===== config.mk =====
export PLATFORM = sky130hd
export DESIGN_NAME = fp_convert_pipe
export DESIGN_NICKNAME = d
export VERILOG_FILES = /design/src/rtl/fp_convert_pipe.sv
export SDC_FILE = /design/constraint.sdc
export NUM_CORES = 1
export LEC_CHECK = 0
export ABC_AREA = 1
export CAP_MARGIN = 40
export CORE_MARGIN = 2
export CORE_UTILIZATION = 25
export CTS_BUF_LIST = sky130_fd_sc_hd__clkbuf_8
export DETAILED_ROUTE_END_ITERATION = 16
export PLACE_DENSITY_LB_ADDON = 0.15
export SYNTH_ARGS = -nofsm -noshare
export SYNTH_HDL_FRONTEND = slang
export SYNTH_SLANG_ARGS = --single-unit

===== constraint.sdc =====
create_clock -name clk -period 4.3 [get_ports clk]
set_clock_uncertainty 0.2 [all_clocks]
set_input_delay 0.43 -clock clk [delete_from_list [all_inputs] [get_ports clk]]
set_output_delay 0.43 -clock clk [all_outputs]
set_load 0.02 [all_outputs]

===== src/rtl/fp_convert_pipe.sv =====
// rtl/fp_convert_pipe.sv - three-stage elastic two's-complement to sign/exponent/significand converter
//
// Ports:
//   clk        clock, all state changes on the rising edge
//   rst        synchronous reset, active high; flushes every stage
//   in_data    two's-complement sample (IN_W bits)
//   in_round   0 = truncate, 1 = round-half-up; travels with its sample
//   in_valid   in_data/in_round valid
//   in_ready   converter accepts the input this cycle
//   out_sign   1 = sample was negative
//   out_exp    exponent (EXP_W bits)
//   out_sig    significand (SIG_W bits); value = out_sig << out_exp
//   out_sat    result was clamped
//   out_valid  out_* fields valid
//   out_ready  downstream accepts the output this cycle
module fp_convert_pipe #(
  parameter int IN_W  = 12,
  parameter int SIG_W = 4,
  parameter int EXP_W = 3
) (
  input  logic             clk,
  input  logic             rst,
  input  logic [IN_W-1:0]  in_data,
  input  logic             in_round,
  input  logic             in_valid,
  output logic             in_ready,
  output logic             out_sign,
  output logic [EXP_W-1:0] out_exp,
  output logic [SIG_W-1:0] out_sig,
  output logic             out_sat,
  output logic             out_valid,
  input  logic             out_ready
);

  localparam int MAG_W = IN_W - 1;
  localparam int EMAX  = MAG_W - SIG_W;
  localparam logic [EXP_W-1:0] EMAX_E = EXP_W'(EMAX);

  // Stage 1: sign / magnitude
  logic             s1_valid_q, s1_valid_d;
  logic             s1_sign_q,  s1_sign_d;
  logic             s1_sat_q,   s1_sat_d;
  logic             s1_round_q, s1_round_d;
  logic [MAG_W-1:0] s1_mag_q,   s1_mag_d;

  // Stage 2: normalised exponent / significand / round bit
  logic             s2_valid_q, s2_valid_d;
  logic             s2_sign_q,  s2_sign_d;
  logic             s2_sat_q,   s2_sat_d;
  logic             s2_round_q, s2_round_d;
  logic             s2_rbit_q,  s2_rbit_d;
  logic [EXP_W-1:0] s2_exp_q,   s2_exp_d;
  logic [SIG_W-1:0] s2_sig_q,   s2_sig_d;

  // Stage 3: rounded result, drives the outputs directly
  logic             s3_valid_q, s3_valid_d;
  logic             s3_sign_q,  s3_sign_d;
  logic             s3_sat_q,   s3_sat_d;
  logic [EXP_W-1:0] s3_exp_q,   s3_exp_d;
  logic [SIG_W-1:0] s3_sig_q,   s3_sig_d;

  logic s1_load, s2_load, s3_load;

  logic [IN_W-1:0]  neg_data;
  int               lz_v;
  int               e_v;
  logic [SIG_W-1:0] norm_sig;
  logic             norm_rbit;
  logic [SIG_W:0]   inc_sig;
  logic [EXP_W-1:0] rnd_exp;
  logic [SIG_W-1:0] rnd_sig;
  logic             rnd_sat;

  // A stage loads when it is empty or when its contents move on this cycle.
  always_comb begin
    s3_load = !s3_valid_q || out_ready;
    s2_load = !s2_valid_q || s3_load;
    s1_load = !s1_valid_q || s2_load;
  end

  assign in_ready = !rst && s1_load;

  // S1: sign / magnitude
  always_comb begin
    neg_data   = -in_data;
    s1_valid_d = s1_load ? in_valid : s1_valid_q;
    s1_sign_d  = s1_sign_q;
    s1_sat_d   = s1_sat_q;
    s1_round_d = s1_round_q;
    s1_mag_d   = s1_mag_q;
    if (s1_load && in_valid) begin
      s1_sign_d  = in_data[IN_W-1];
      s1_round_d = in_round;
      s1_sat_d   = 1'b0;
      if (!in_data[IN_W-1]) begin
        s1_mag_d = in_data[MAG_W-1:0];
      end else if (neg_data[IN_W-1]) begin
        // Only the most negative code negates back onto itself; clamp it.
        s1_mag_d = '1;
        s1_sat_d = 1'b1;
      end else begin
        s1_mag_d = neg_data[MAG_W-1:0];
      end
    end
  end

  // S2: normalise. The leading-zero count is capped at EMAX so small
  // magnitudes land at e=0 with the raw low bits as significand.
  always_comb begin
    lz_v = MAG_W;
    for (int i = 0; i < MAG_W; i++) begin
      if (s1_mag_q[i]) lz_v = MAG_W - 1 - i;
    end
    if (lz_v > EMAX) lz_v = EMAX;
    e_v = EMAX - lz_v;
    for (int k = 0; k < SIG_W; k++) begin
      norm_sig[k] = s1_mag_q[e_v + k];
    end
    if (e_v > 0) norm_rbit = s1_mag_q[e_v - 1];
    else         norm_rbit = 1'b0;

    s2_valid_d = s2_load ? s1_valid_q : s2_valid_q;
    s2_sign_d  = s2_sign_q;
    s2_sat_d   = s2_sat_q;
    s2_round_d = s2_round_q;
    s2_rbit_d  = s2_rbit_q;
    s2_exp_d   = s2_exp_q;
    s2_sig_d   = s2_sig_q;
    if (s2_load && s1_valid_q) begin
      s2_sign_d  = s1_sign_q;
      s2_sat_d   = s1_sat_q;
      s2_round_d = s1_round_q;
      s2_rbit_d  = norm_rbit;
      s2_exp_d   = EXP_W'(e_v);
      s2_sig_d   = norm_sig;
    end
  end

  // S3: round-half-up. A carry out of the significand renormalises to
  // 1000..0 one exponent higher, or saturates when already at EMAX.
  always_comb begin
    inc_sig = {1'b0, s2_sig_q} + (SIG_W+1)'(1);
    rnd_exp = s2_exp_q;
    rnd_sig = s2_sig_q;
    rnd_sat = 1'b0;
    if (s2_round_q && s2_rbit_q) begin
      if (!inc_sig[SIG_W]) begin
        rnd_sig = inc_sig[SIG_W-1:0];
      end else if (s2_exp_q < EMAX_E) begin
        rnd_exp = s2_exp_q + EXP_W'(1);
        rnd_sig = {1'b1, {(SIG_W-1){1'b0}}};
      end else begin
        rnd_exp = EMAX_E;
        rnd_sig = '1;
        rnd_sat = 1'b1;
      end
    end

    s3_valid_d = s3_load ? s2_valid_q : s3_valid_q;
    s3_sign_d  = s3_sign_q;
    s3_sat_d   = s3_sat_q;
    s3_exp_d   = s3_exp_q;
    s3_sig_d   = s3_sig_q;
    if (s3_load && s2_valid_q) begin
      s3_sign_d = s2_sign_q;
      s3_sat_d  = s2_sat_q | rnd_sat;
      s3_exp_d  = rnd_exp;
      s3_sig_d  = rnd_sig;
    end
  end

  always_ff @(posedge clk) begin
    if (rst) begin
      s1_valid_q <= 1'b0;
      s1_sign_q  <= 1'b0;
      s1_sat_q   <= 1'b0;
      s1_round_q <= 1'b0;
      s1_mag_q   <= '0;
      s2_valid_q <= 1'b0;
      s2_sign_q  <= 1'b0;
      s2_sat_q   <= 1'b0;
      s2_round_q <= 1'b0;
      s2_rbit_q  <= 1'b0;
      s2_exp_q   <= '0;
      s2_sig_q   <= '0;
      s3_valid_q <= 1'b0;
      s3_sign_q  <= 1'b0;
      s3_sat_q   <= 1'b0;
      s3_exp_q   <= '0;
      s3_sig_q   <= '0;
    end else begin
      s1_valid_q <= s1_valid_d;
      s1_sign_q  <= s1_sign_d;
      s1_sat_q   <= s1_sat_d;
      s1_round_q <= s1_round_d;
      s1_mag_q   <= s1_mag_d;
      s2_valid_q <= s2_valid_d;
      s2_sign_q  <= s2_sign_d;
      s2_sat_q   <= s2_sat_d;
      s2_round_q <= s2_round_d;
      s2_rbit_q  <= s2_rbit_d;
      s2_exp_q   <= s2_exp_d;
      s2_sig_q   <= s2_sig_d;
      s3_valid_q <= s3_valid_d;
      s3_sign_q  <= s3_sign_d;
      s3_sat_q   <= s3_sat_d;
      s3_exp_q   <= s3_exp_d;
      s3_sig_q   <= s3_sig_d;
    end
  end

  assign out_valid = s3_valid_q;
  assign out_sign  = s3_sign_q;
  assign out_exp   = s3_exp_q;
  assign out_sig   = s3_sig_q;
  assign out_sat   = s3_sat_q;

endmodule


==> results of run 1 <==
stage by stage:
step	instances	power (mW)	area, um2	util	setup WS, ns
floorplan	336	0.599	2280	-	2.04
global placement	464	0.668	2630	0.301	1.11
detailed placement	464	0.669	2630	0.301	1.12
CTS	472	0.907	2720	0.310	1.09
global route	472	0.964	2720	0.310	0.968
finish	472	0.893	2720	0.310	1.15
final timing paths:
| kind | start | end | slack, ns |
|---|---|---|---|
| hold / removal | s2_rbit_q$_SDFFE_PP0P_ | s2_rbit_q$_SDFFE_PP0P_ | 0.27 |
| setup / recovery | rst | in_ready | 1.15 |
| hold reg to reg | s2_rbit_q$_SDFFE_PP0P_ | s2_rbit_q$_SDFFE_PP0P_ | 0.27 |
| setup reg to reg | s1_mag_q[7]$_SDFFE_PP0P_ | s2_sig_q[1]$_SDFFE_PP0P_ | 1.67 |
placed cells by master (no fill, tap or decap), drive strengths merged:
cell type and instances:
nand2 76, inv 45, o21ai 42, dfxtp 37, nor2 33, clkdlybuf4s50 27, a21oi 26, nand3 21
a31oi 10, ha 8, clkbuf 5, clkinv 5, a221oi 4, o211ai 4, or2 4, xnor2 3
nor3 3, a211oi 3, nor4 1, nand3b 1, nand4 1, o221ai 1, o21bai 1, o31ai 1
xor2 1, clkinvlp 1
power by group:
part | switching (mW) | leakage (nW) | internal [mW]
clock network | 0.124 | 0.0439 | 0.112
logic | 0.167 | 0.824 | 0.102
registers | 0.0219 | 0.305 | 0.366
total | 0.313 | 1.17 | 0.580
logic make-up after synthesis:
logic type | synth area share
compound gates | 0.239
xor+xnor | 0.0154
fa+ha+maj | 0.0439
buf+inv | 0.102
flops | 0.325
simple gates | 0.275
metal layers:
layer	GRT usage	routed length (um)	up-vias
met4	0.0474	72	0
met3	0.0169	132	4
met5	0	0	-
met2	0.189	2410	30
met1	0.165	2890	965
li1	-	-	1185
synthesized netlist by cell type (all sizes together):
cell / instances
xor2: 1
clkbuf: 5
clkinv: 3
nor4: 1
o221ai: 1
inv: 45
buf: 2
nor3: 3
nand2: 76
a31oi: 10
nor2: 33
o21bai: 1
o211ai: 4
o31ai: 1
or2: 4
a21oi: 26
dfxtp: 37
nand3: 21
a211oi: 3
xnor2: 3
a221oi: 4
ha: 8
nand3b: 1
nand4: 1
o21ai: 42
flip-flops by register name, indices dropped and copies added (netlist names):
name / cells
s2_round_q: 1
s2_rbit_q: 1
s1_sat_q: 1
s2_sign_q: 1
out_exp: 3
s2_valid_q: 1
out_valid: 1
s1_sign_q: 1
s1_round_q: 1
s2_sat_q: 1
s2_sig_q: 4
s1_mag_q: 11
s1_valid_q: 1
s2_exp_q: 3
out_sat: 1
out_sign: 1
out_sig: 4
layout make-up:
type                       count  area share
clock buffer                   5      0.0253
clock inverter                 3     0.00644
inverter                      48      0.0667
multi-input combinational    244       0.480
sequential                    37       0.272
tap                          108      0.0497
timing repair buffer          27      0.0994
tightest hold or removal path: stages (launching register included):
cell,delay (ns)
dfxtp_1,0.31
nand2_1,0.06
a21oi_1,0.05
==> impl_metrics.py, run 1 <==
metrics = {
    "outcome": {
        "run_status": "complete, no violations",
    },
    "clock_tree": {
        "cts_buffer_depth": 2,
        "numCtsBuffers": 5,
        "clk_pin_slew_worst_paths_ns": 0.08,
        "cts_root_buf": "clkbuf_8",
        "clkSinkCount": 37,
        "post_cts_buffers": 0,
        "clkLatencyLatePin_ns": 0.29,
        "hold_buffers": 0,
        "cts_resized": 0,
        "cts_tree": "built",
        "htree_levels": 2,
    },
    "sta": {
        "setup_tns_ns": 0,
        "slew_headroom": 0.576,
        "post-route-min-period_ns": 3.15,
        "rsz0062_at_grt": "false",
        "finalSetupViolCount": 0,
        "max_freq_ghz": 0.318,
        "worst_slew_pin_slew_ns": 0.636,
        "hold_ws_ns": 0.267,
        "hold_viol": 0,
        "drv_slew": 0,
        "period_share": 0.732,
    },
    "logic_synthesis": {
        "yosysWarnings": 0,
        "ys_types": 37,
        "ys_ff_latch": 37,
        "synth.top_cell.area_share": 0.325,
        "syn-cell-area_um2": 2280,
        "avgSynthCellArea_um2": 6.78,
        "syn-num-nets": 361,
        "yosysSeqAreaShare": 0.325,
        "synth_cells": 336,
        "synth_top_area_cell": "dfxtp_1",
        "yosys-top-cells-area": "dfxtp_1, nand2_1, o21ai_0",
    },
    "route": {
        "post_drt_wl_per_cell_um": 11.7,
        "drc_errors": 0,
        "ant_nets": 0,
        "totalWireLength_um": 5500,
        "drtPass1Iterations": 4,
        "dr_total_vias": 2184,
        "avgViaCountPerCell": 4.63,
        "drtIter0Drc": 91,
    },
    "floorplan": {
        "die-area_um2": 9890,
        "start_util": 0.260,
        "dieHeight_um": 99.5,
        "core_area_um2": 8760,
        "die_w_um": 99.5,
        "io_pins": 28,
        "fp-row-count": 34,
    },
    "job": {
        "max_cap_viol_count": 0,
    },
    "critical_path": {
        "critPathLaunchType": "input port",
        "crit_arrival_ns": 2.52,
        "critPathMaxFanout": 25,
        "cp_num_cells": 5,
        "cpMaxStageDelayCell": "clkdlybuf4s50_1",
        "crit_chain": "clkdlybuf4s50_1, inv_1, nand2_1, inv_1, clkdlybuf4s50_1",
        "path_delay_family": "buffers and inverters",
        "worstRegToRegCells": 11,
        "cp_num_buf_inv": 4,
        "path_class": "in -> out",
        "crit_path_end_kind": "output port",
        "max_stage_delay_ns": 0.68,
        "required_ns": 3.67,
    },
    "grt": {
        "overflow": 0,
        "grt_pass1_vias": 2064,
        "antenna_found_initial": 0,
        "grt_usage": 0.120,
        "grt_start_max_net_pins": 26,
        "grt_pass1_wl_um": 9650,
    },
    "finish": {
        "multi_input_area_um2": 1310,
        "drive_gt1_frac": 0.0797,
        "nNetsFinal": 388,
        "n_antenna_cell": 0,
        "num-fill-cells": 993,
        "area_growth_pct": 19.4,
        "seq_area_um2": 741,
    },
    "power": {
        "ir_drop_v": 0.000170,
        "cellLeakagePower_nw": 1.17,
        "p_per_area_nw_per_um2": 328,
    },
    "placement": {
        "io_buffers": 27,
        "gp_congestion": 0.829,
        "hpwl_um": 4430,
    },
    "hold_path": {
        "worstHoldPathType": "reg -> reg",
        "min_path_cells": 2,
    },
}
Power figures use the tool's default switching activity.
==> inputs of run 2 (changes only) <==
==> constraint.sdc (replaced) <==
create_clock -name clk -period 3 [get_ports clk]
set_clock_uncertainty 0.2 [all_clocks]
set_input_delay 0.3 -clock clk [delete_from_list [all_inputs] [get_ports clk]]
set_output_delay 0.3 -clock clk [all_outputs]
set_load 0.02 [all_outputs]
==> run 2 against run 1 <==
Worst hold slack lost 0.010 ns. First-iteration DRC count shrank 21%. Sequential share of layout area decreased by 0.62 points. Final cell count increased by 0.85%. Sequential power increased by 43%. Worst setup slack worse by 0.73 ns. Wire length is 0.85% higher. Largest power group unchanged. Largest cell class unchanged. Clock power rose by 92%. Power up 57%. Critical path depth increased by 6. Die area stayed put. Sequential cell count unchanged.
==> impl_metrics.py, run 2 (synthesis gave the netlist of run 1 again) <==
metrics = {
    "critical_path": {
        "r2r_end": "s2_sig_q[1]$_SDFFE_PP0P_",
        "worstRegToRegCells": 11,
        "crit_arrival_ns": 2.61,
        "crit-reg2reg-launch": "s1_mag_q[7]$_SDFFE_PP0P_",
        "required_ns": 3.03,
        "crit_path_end_kind": "flip-flop",
        "r2r_setup_slack_ns": 0.42,
        "critPathMaxFanout": 16,
        "critPathLaunchType": "flip-flop",
        "path_class": "reg -> reg",
    },
    "floorplan": {
        "io_pins": 28,
        "fp-row-count": 34,
        "die-area_um2": 9890,
        "dieHeight_um": 99.5,
        "core_area_um2": 8760,
        "start_util": 0.260,
        "die_w_um": 99.5,
    },
    "sta": {
        "slew_headroom": 0.722,
        "finalSetupViolCount": 0,
        "setup_tns_ns": 0,
        "fin_ws_ns": 0.420,
        "drv_slew": 0,
        "period_share": 0.860,
        "max_freq_ghz": 0.388,
        "hold_ws_ns": 0.256,
        "worst_slew_pin_slew_ns": 0.417,
        "post-route-min-period_ns": 2.58,
        "rsz0062_at_grt": "false",
        "hold_viol": 0,
    },
    "power": {
        "p_per_area_nw_per_um2": 502,
        "cellLeakagePower_nw": 1.21,
        "ir_drop_v": 0.000165,
        "finalPower_mw": 1.40,
    },
    "grt": {
        "grt_usage": 0.122,
        "grt_pass1_vias": 2144,
        "antenna_found_initial": 0,
        "grt_pass1_wl_um": 9800,
        "overflow": 0,
        "grt_start_max_net_pins": 25,
    },
    "clock_tree": {
        "cts_resized": 0,
        "post_cts_buffers": 0,
        "cts_tree": "built",
        "cts_root_buf": "clkbuf_8",
        "clkLatencyLatePin_ns": 0.29,
        "cts_buffer_depth": 2,
        "clkSinkCount": 37,
        "clk_pin_slew_worst_paths_ns": 0.08,
        "htree_levels": 2,
        "numCtsBuffers": 5,
        "hold_buffers": 0,
    },
    "finish": {
        "drive_gt1_frac": 0.0897,
        "n_antenna_cell": 0,
        "area_growth_pct": 22.2,
        "top_register": "s1_mag_q",
        "largest_reg_flops": 11,
        "num-fill-cells": 963,
        "fin_util": 0.318,
        "final_common_cell": "nand2_1",
        "stdcell_count": 476,
        "final_cell_area_um2": 2780,
        "final_cell_mix": "nand2_1, inv_1, dfxtp_1",
        "nNetsFinal": 392,
    },
    "route": {
        "drtIter0Drc": 72,
        "drc_errors": 0,
        "dr_total_vias": 2183,
        "totalWireLength_um": 5550,
        "avgViaCountPerCell": 4.59,
        "ant_nets": 0,
        "post_drt_wl_per_cell_um": 11.7,
        "drtPass1Iterations": 6,
    },
    "job": {
        "max_cap_viol_count": 0,
    },
    "placement": {
        "gp_congestion": 0.875,
        "dp_slack_ns": 0.179,
        "place_area_um2": 2660,
        "dp.cells": 468,
        "hpwl_um": 4400,
        "io_buffers": 27,
    },
    "hold_path": {
        "worstHoldPathType": "reg -> reg",
        "hold_end": "s2_sat_q$_SDFFE_PP0P_",
        "min_path_cells": 2,
        "hold_start": "s2_sat_q$_SDFFE_PP0P_",
    },
    "outcome": {
        "run_status": "complete, no violations",
    },
}
==> run 2: cell types whose count changed in the layout (fill, tap and decap cells not counted) <==
cell | before | now
buf_4 | 0 | 4
clkinv_2 | 3 | 1
bufinv_16 | 0 | 1
clkbuf_8 | 5 | 6
==> run 2: area by class of cell <==
cell class | count | area, um2 | area share
clock buffers | 6 | 82.6 | 0.0297
clock inverters | 2 | 37.5 | 0.0135
inverters | 48 | 181 | 0.0652
multi-input cells | 244 | 1310 | 0.469
flip-flops and latches | 37 | 741 | 0.266
well taps | 108 | 135 | 0.0485
repair buffers | 31 | 300 | 0.108
==> run 2: metal layers <==
metal	track usage	wire length [um]	vias to the layer above
met5	0	0	-
met4	0.0411	85	0
met3	0.0232	174	5
met2	0.198	2470	41
li1	-	-	1183
met1	0.164	2820	954
==> run 2: report_power, final <==
group | total (mW) | switching, mW | internal [mW]
combinational | 0.390 | 0.241 | 0.150
clock | 0.452 | 0.181 | 0.270
sequential | 0.556 | 0.0314 | 0.525
==> run 2: how the worst max path moves through the flow <==
stage	start	to	slack [ns]	cells after the start
4_1_cts	s1_mag_q[7]$_SDFFE_PP0P_	s2_sig_q[1]$_SDFFE_PP0P_	0.37	11
6_report	s1_mag_q[7]$_SDFFE_PP0P_	s2_sig_q[1]$_SDFFE_PP0P_	0.42	11
2_1_floorplan	s1_mag_q[7]$_SDFFE_PP0P_	s2_sig_q[1]$_SDFFE_PP0P_	0.74	13
3_3_place_gp	in_data[2]	s1_mag_q[8]$_SDFFE_PP0P_	0.23	10
5_1_grt	s1_mag_q[4]$_SDFFE_PP0P_	s2_sig_q[1]$_SDFFE_PP0P_	0.11	11
3_5_place_dp	in_data[2]	s1_mag_q[8]$_SDFFE_PP0P_	0.18	10
==> run 2: critical path, stage by stage, from the launching register on <==
cell and delay (ns):
dfxtp_1 0.38, nor2_4 0.18, nand2_4 0.10, or2_0 0.37
nand2_4 0.24, inv_2 0.06, ha_1 0.20, xnor2_1 0.26
o21ai_0 0.12, o21ai_0 0.18, nand2_1 0.09, a21oi_1 0.12
==> inputs of run 3 (changes only) <==
--- a/config.mk
+++ b/config.mk
@@ -7,7 +7,7 @@
 export LEC_CHECK = 0
 export ABC_AREA = 1
 export CAP_MARGIN = 40
-export CORE_MARGIN = 2
+export CORE_MARGIN = 3
 export CORE_UTILIZATION = 25
 export CTS_BUF_LIST = sky130_fd_sc_hd__clkbuf_8
 export DETAILED_ROUTE_END_ITERATION = 16
==> run 3 against run 2 <==
Global-route usage decreased by 0.72 points. First-iteration DRC count decreased by 5.6%. Sequential power about the same. Register-to-register slack got worse by 0.06 ns. Largest power group unchanged.
==> impl_metrics.py, run 3 (synthesis gave the netlist of run 1 again) <==
metrics = {
    "outcome": {
        "run_status": "complete, no violations",
    },
    "clock_tree": {
        "clkSinkCount": 37,
        "cts_buffer_depth": 2,
        "cts_resized": 0,
        "hold_buffers": 0,
        "clkLatencyLatePin_ns": 0.29,
        "cts_root_buf": "clkbuf_8",
        "cts_tree": "built",
        "post_cts_buffers": 0,
        "clk_pin_slew_worst_paths_ns": 0.08,
        "htree_levels": 2,
        "numCtsBuffers": 5,
    },
    "critical_path": {
        "critPathLaunchType": "flip-flop",
        "crit_path_end_kind": "flip-flop",
        "critPathMaxFanout": 16,
        "crit_arrival_ns": 2.66,
        "path_class": "reg -> reg",
        "r2r_setup_slack_ns": 0.36,
        "required_ns": 3.02,
    },
    "finish": {
        "top_register": "s1_mag_q",
        "final_cell_mix": "nand2_1, inv_1, dfxtp_1",
        "final_common_cell": "nand2_1",
        "n_antenna_cell": 0,
        "largest_reg_flops": 11,
        "num-fill-cells": 964,
        "area_growth_pct": 21.1,
        "drive_gt1_frac": 0.0897,
        "nNetsFinal": 392,
    },
    "sta": {
        "period_share": 0.879,
        "setup_tns_ns": 0,
        "worst_slew_pin_slew_ns": 0.399,
        "drv_slew": 0,
        "fin_ws_ns": 0.362,
        "max_freq_ghz": 0.379,
        "post-route-min-period_ns": 2.64,
        "rsz0062_at_grt": "false",
        "slew_headroom": 0.732,
        "finalSetupViolCount": 0,
        "hold_viol": 0,
    },
    "route": {
        "ant_nets": 0,
        "totalWireLength_um": 5630,
        "avgViaCountPerCell": 4.65,
        "drtIter0Drc": 68,
        "dr_total_vias": 2215,
        "post_drt_wl_per_cell_um": 11.8,
        "drc_errors": 0,
        "drtPass1Iterations": 4,
    },
    "power": {
        "cellLeakagePower_nw": 1.20,
        "ir_drop_v": 0.000178,
        "p_per_area_nw_per_um2": 476,
    },
    "floorplan": {
        "core_area_um2": 8810,
        "io_pins": 28,
        "start_util": 0.259,
        "die-area_um2": 10300,
        "die_w_um": 101,
        "dieHeight_um": 101,
        "fp-row-count": 34,
    },
    "grt": {
        "grt_start_max_net_pins": 25,
        "overflow": 0,
        "grt_usage": 0.115,
        "grt_pass1_vias": 2059,
        "antenna_found_initial": 0,
        "grt_pass1_wl_um": 9580,
    },
    "placement": {
        "hpwl_um": 4500,
        "dp_slack_ns": 0.158,
        "gp_congestion": 0.833,
        "io_buffers": 27,
    },
    "hold_path": {
        "worstHoldPathType": "reg -> reg",
    },
    "job": {
        "max_cap_viol_count": 0,
    },
}
==> run 3: cell types whose count changed in the layout (fill, tap and decap cells not counted), sizes merged <==
cell	previous run	this run
clkinvlp	1	0
bufinv	1	0
clkinv	3	5
==> run 3: report_power, final <==
group,leakage [nW],switching [mW],total [mW],internal (mW)
registers,0.305,0.0309,0.556,0.525
clock network,0.0512,0.180,0.367,0.186
logic,0.842,0.243,0.392,0.150
total,1.20,0.454,1.31,0.861
==> run 3: through the flow <==
step / area [um2] / hold WS, ns / power [mW] / util / std cells
after detailed placement: 2660 / 0.258 / 0.964 / 0.303 / 468
after global routing: 2760 / 0.294 / 1.42 / 0.313 / 476
after CTS: 2760 / 0.270 / 1.34 / 0.313 / 476
final: 2760 / 0.271 / 1.31 / 0.313 / 476
after floorplan: 2280 / 0.178 / 0.858 / - / 336
after global placement: 2660 / 0.248 / 0.960 / 0.303 / 468
==> run 3: cell type report <==
class                   instances  area (um2)  area share
well taps                     108         135      0.0490
clock inverters                 2        13.8     0.00499
clock buffers                   6        82.6      0.0299
inverters                      48         181      0.0657
flip-flops and latches         37         741       0.268
repair buffers                 31         300       0.109
multi-input cells             244        1310       0.473
==> run 3: worst paths after layout <==
| kind | cells past startpoint | endpoint | start |
|---|---|---|---|
| min | 2 | s2_sat_q$_SDFFE_PP0P_ | s2_sat_q$_SDFFE_PP0P_ |
| max | 11 | s2_sig_q[1]$_SDFFE_PP0P_ | s1_mag_q[7]$_SDFFE_PP0P_ |
| min reg2reg | 2 | s2_sat_q$_SDFFE_PP0P_ | s2_sat_q$_SDFFE_PP0P_ |
| max reg2reg | 11 | s2_sig_q[1]$_SDFFE_PP0P_ | s1_mag_q[7]$_SDFFE_PP0P_ |
==> run 3: metal layers <==
| layer | share of wire | global-route usage | vias up |
|---|---|---|---|
| met5 | 0 | 0 | - |
| met4 | 0.012 | 0.0368 | 0 |
| met3 | 0.028 | 0.0165 | 6 |
| met2 | 0.45 | 0.186 | 34 |
| met1 | 0.51 | 0.158 | 990 |
| li1 | - | - | 1185 |
==> run 3: critical path, stage by stage (launching register included) <==
cell and delay (ns):
dfxtp_1 0.38, nor2_4 0.19, nand2_4 0.10, or2_0 0.37, nand2_4 0.25, inv_2 0.06
ha_1 0.21, xnor2_1 0.25, o21ai_0 0.14, o21ai_0 0.20, nand2_1 0.09, a21oi_1 0.14
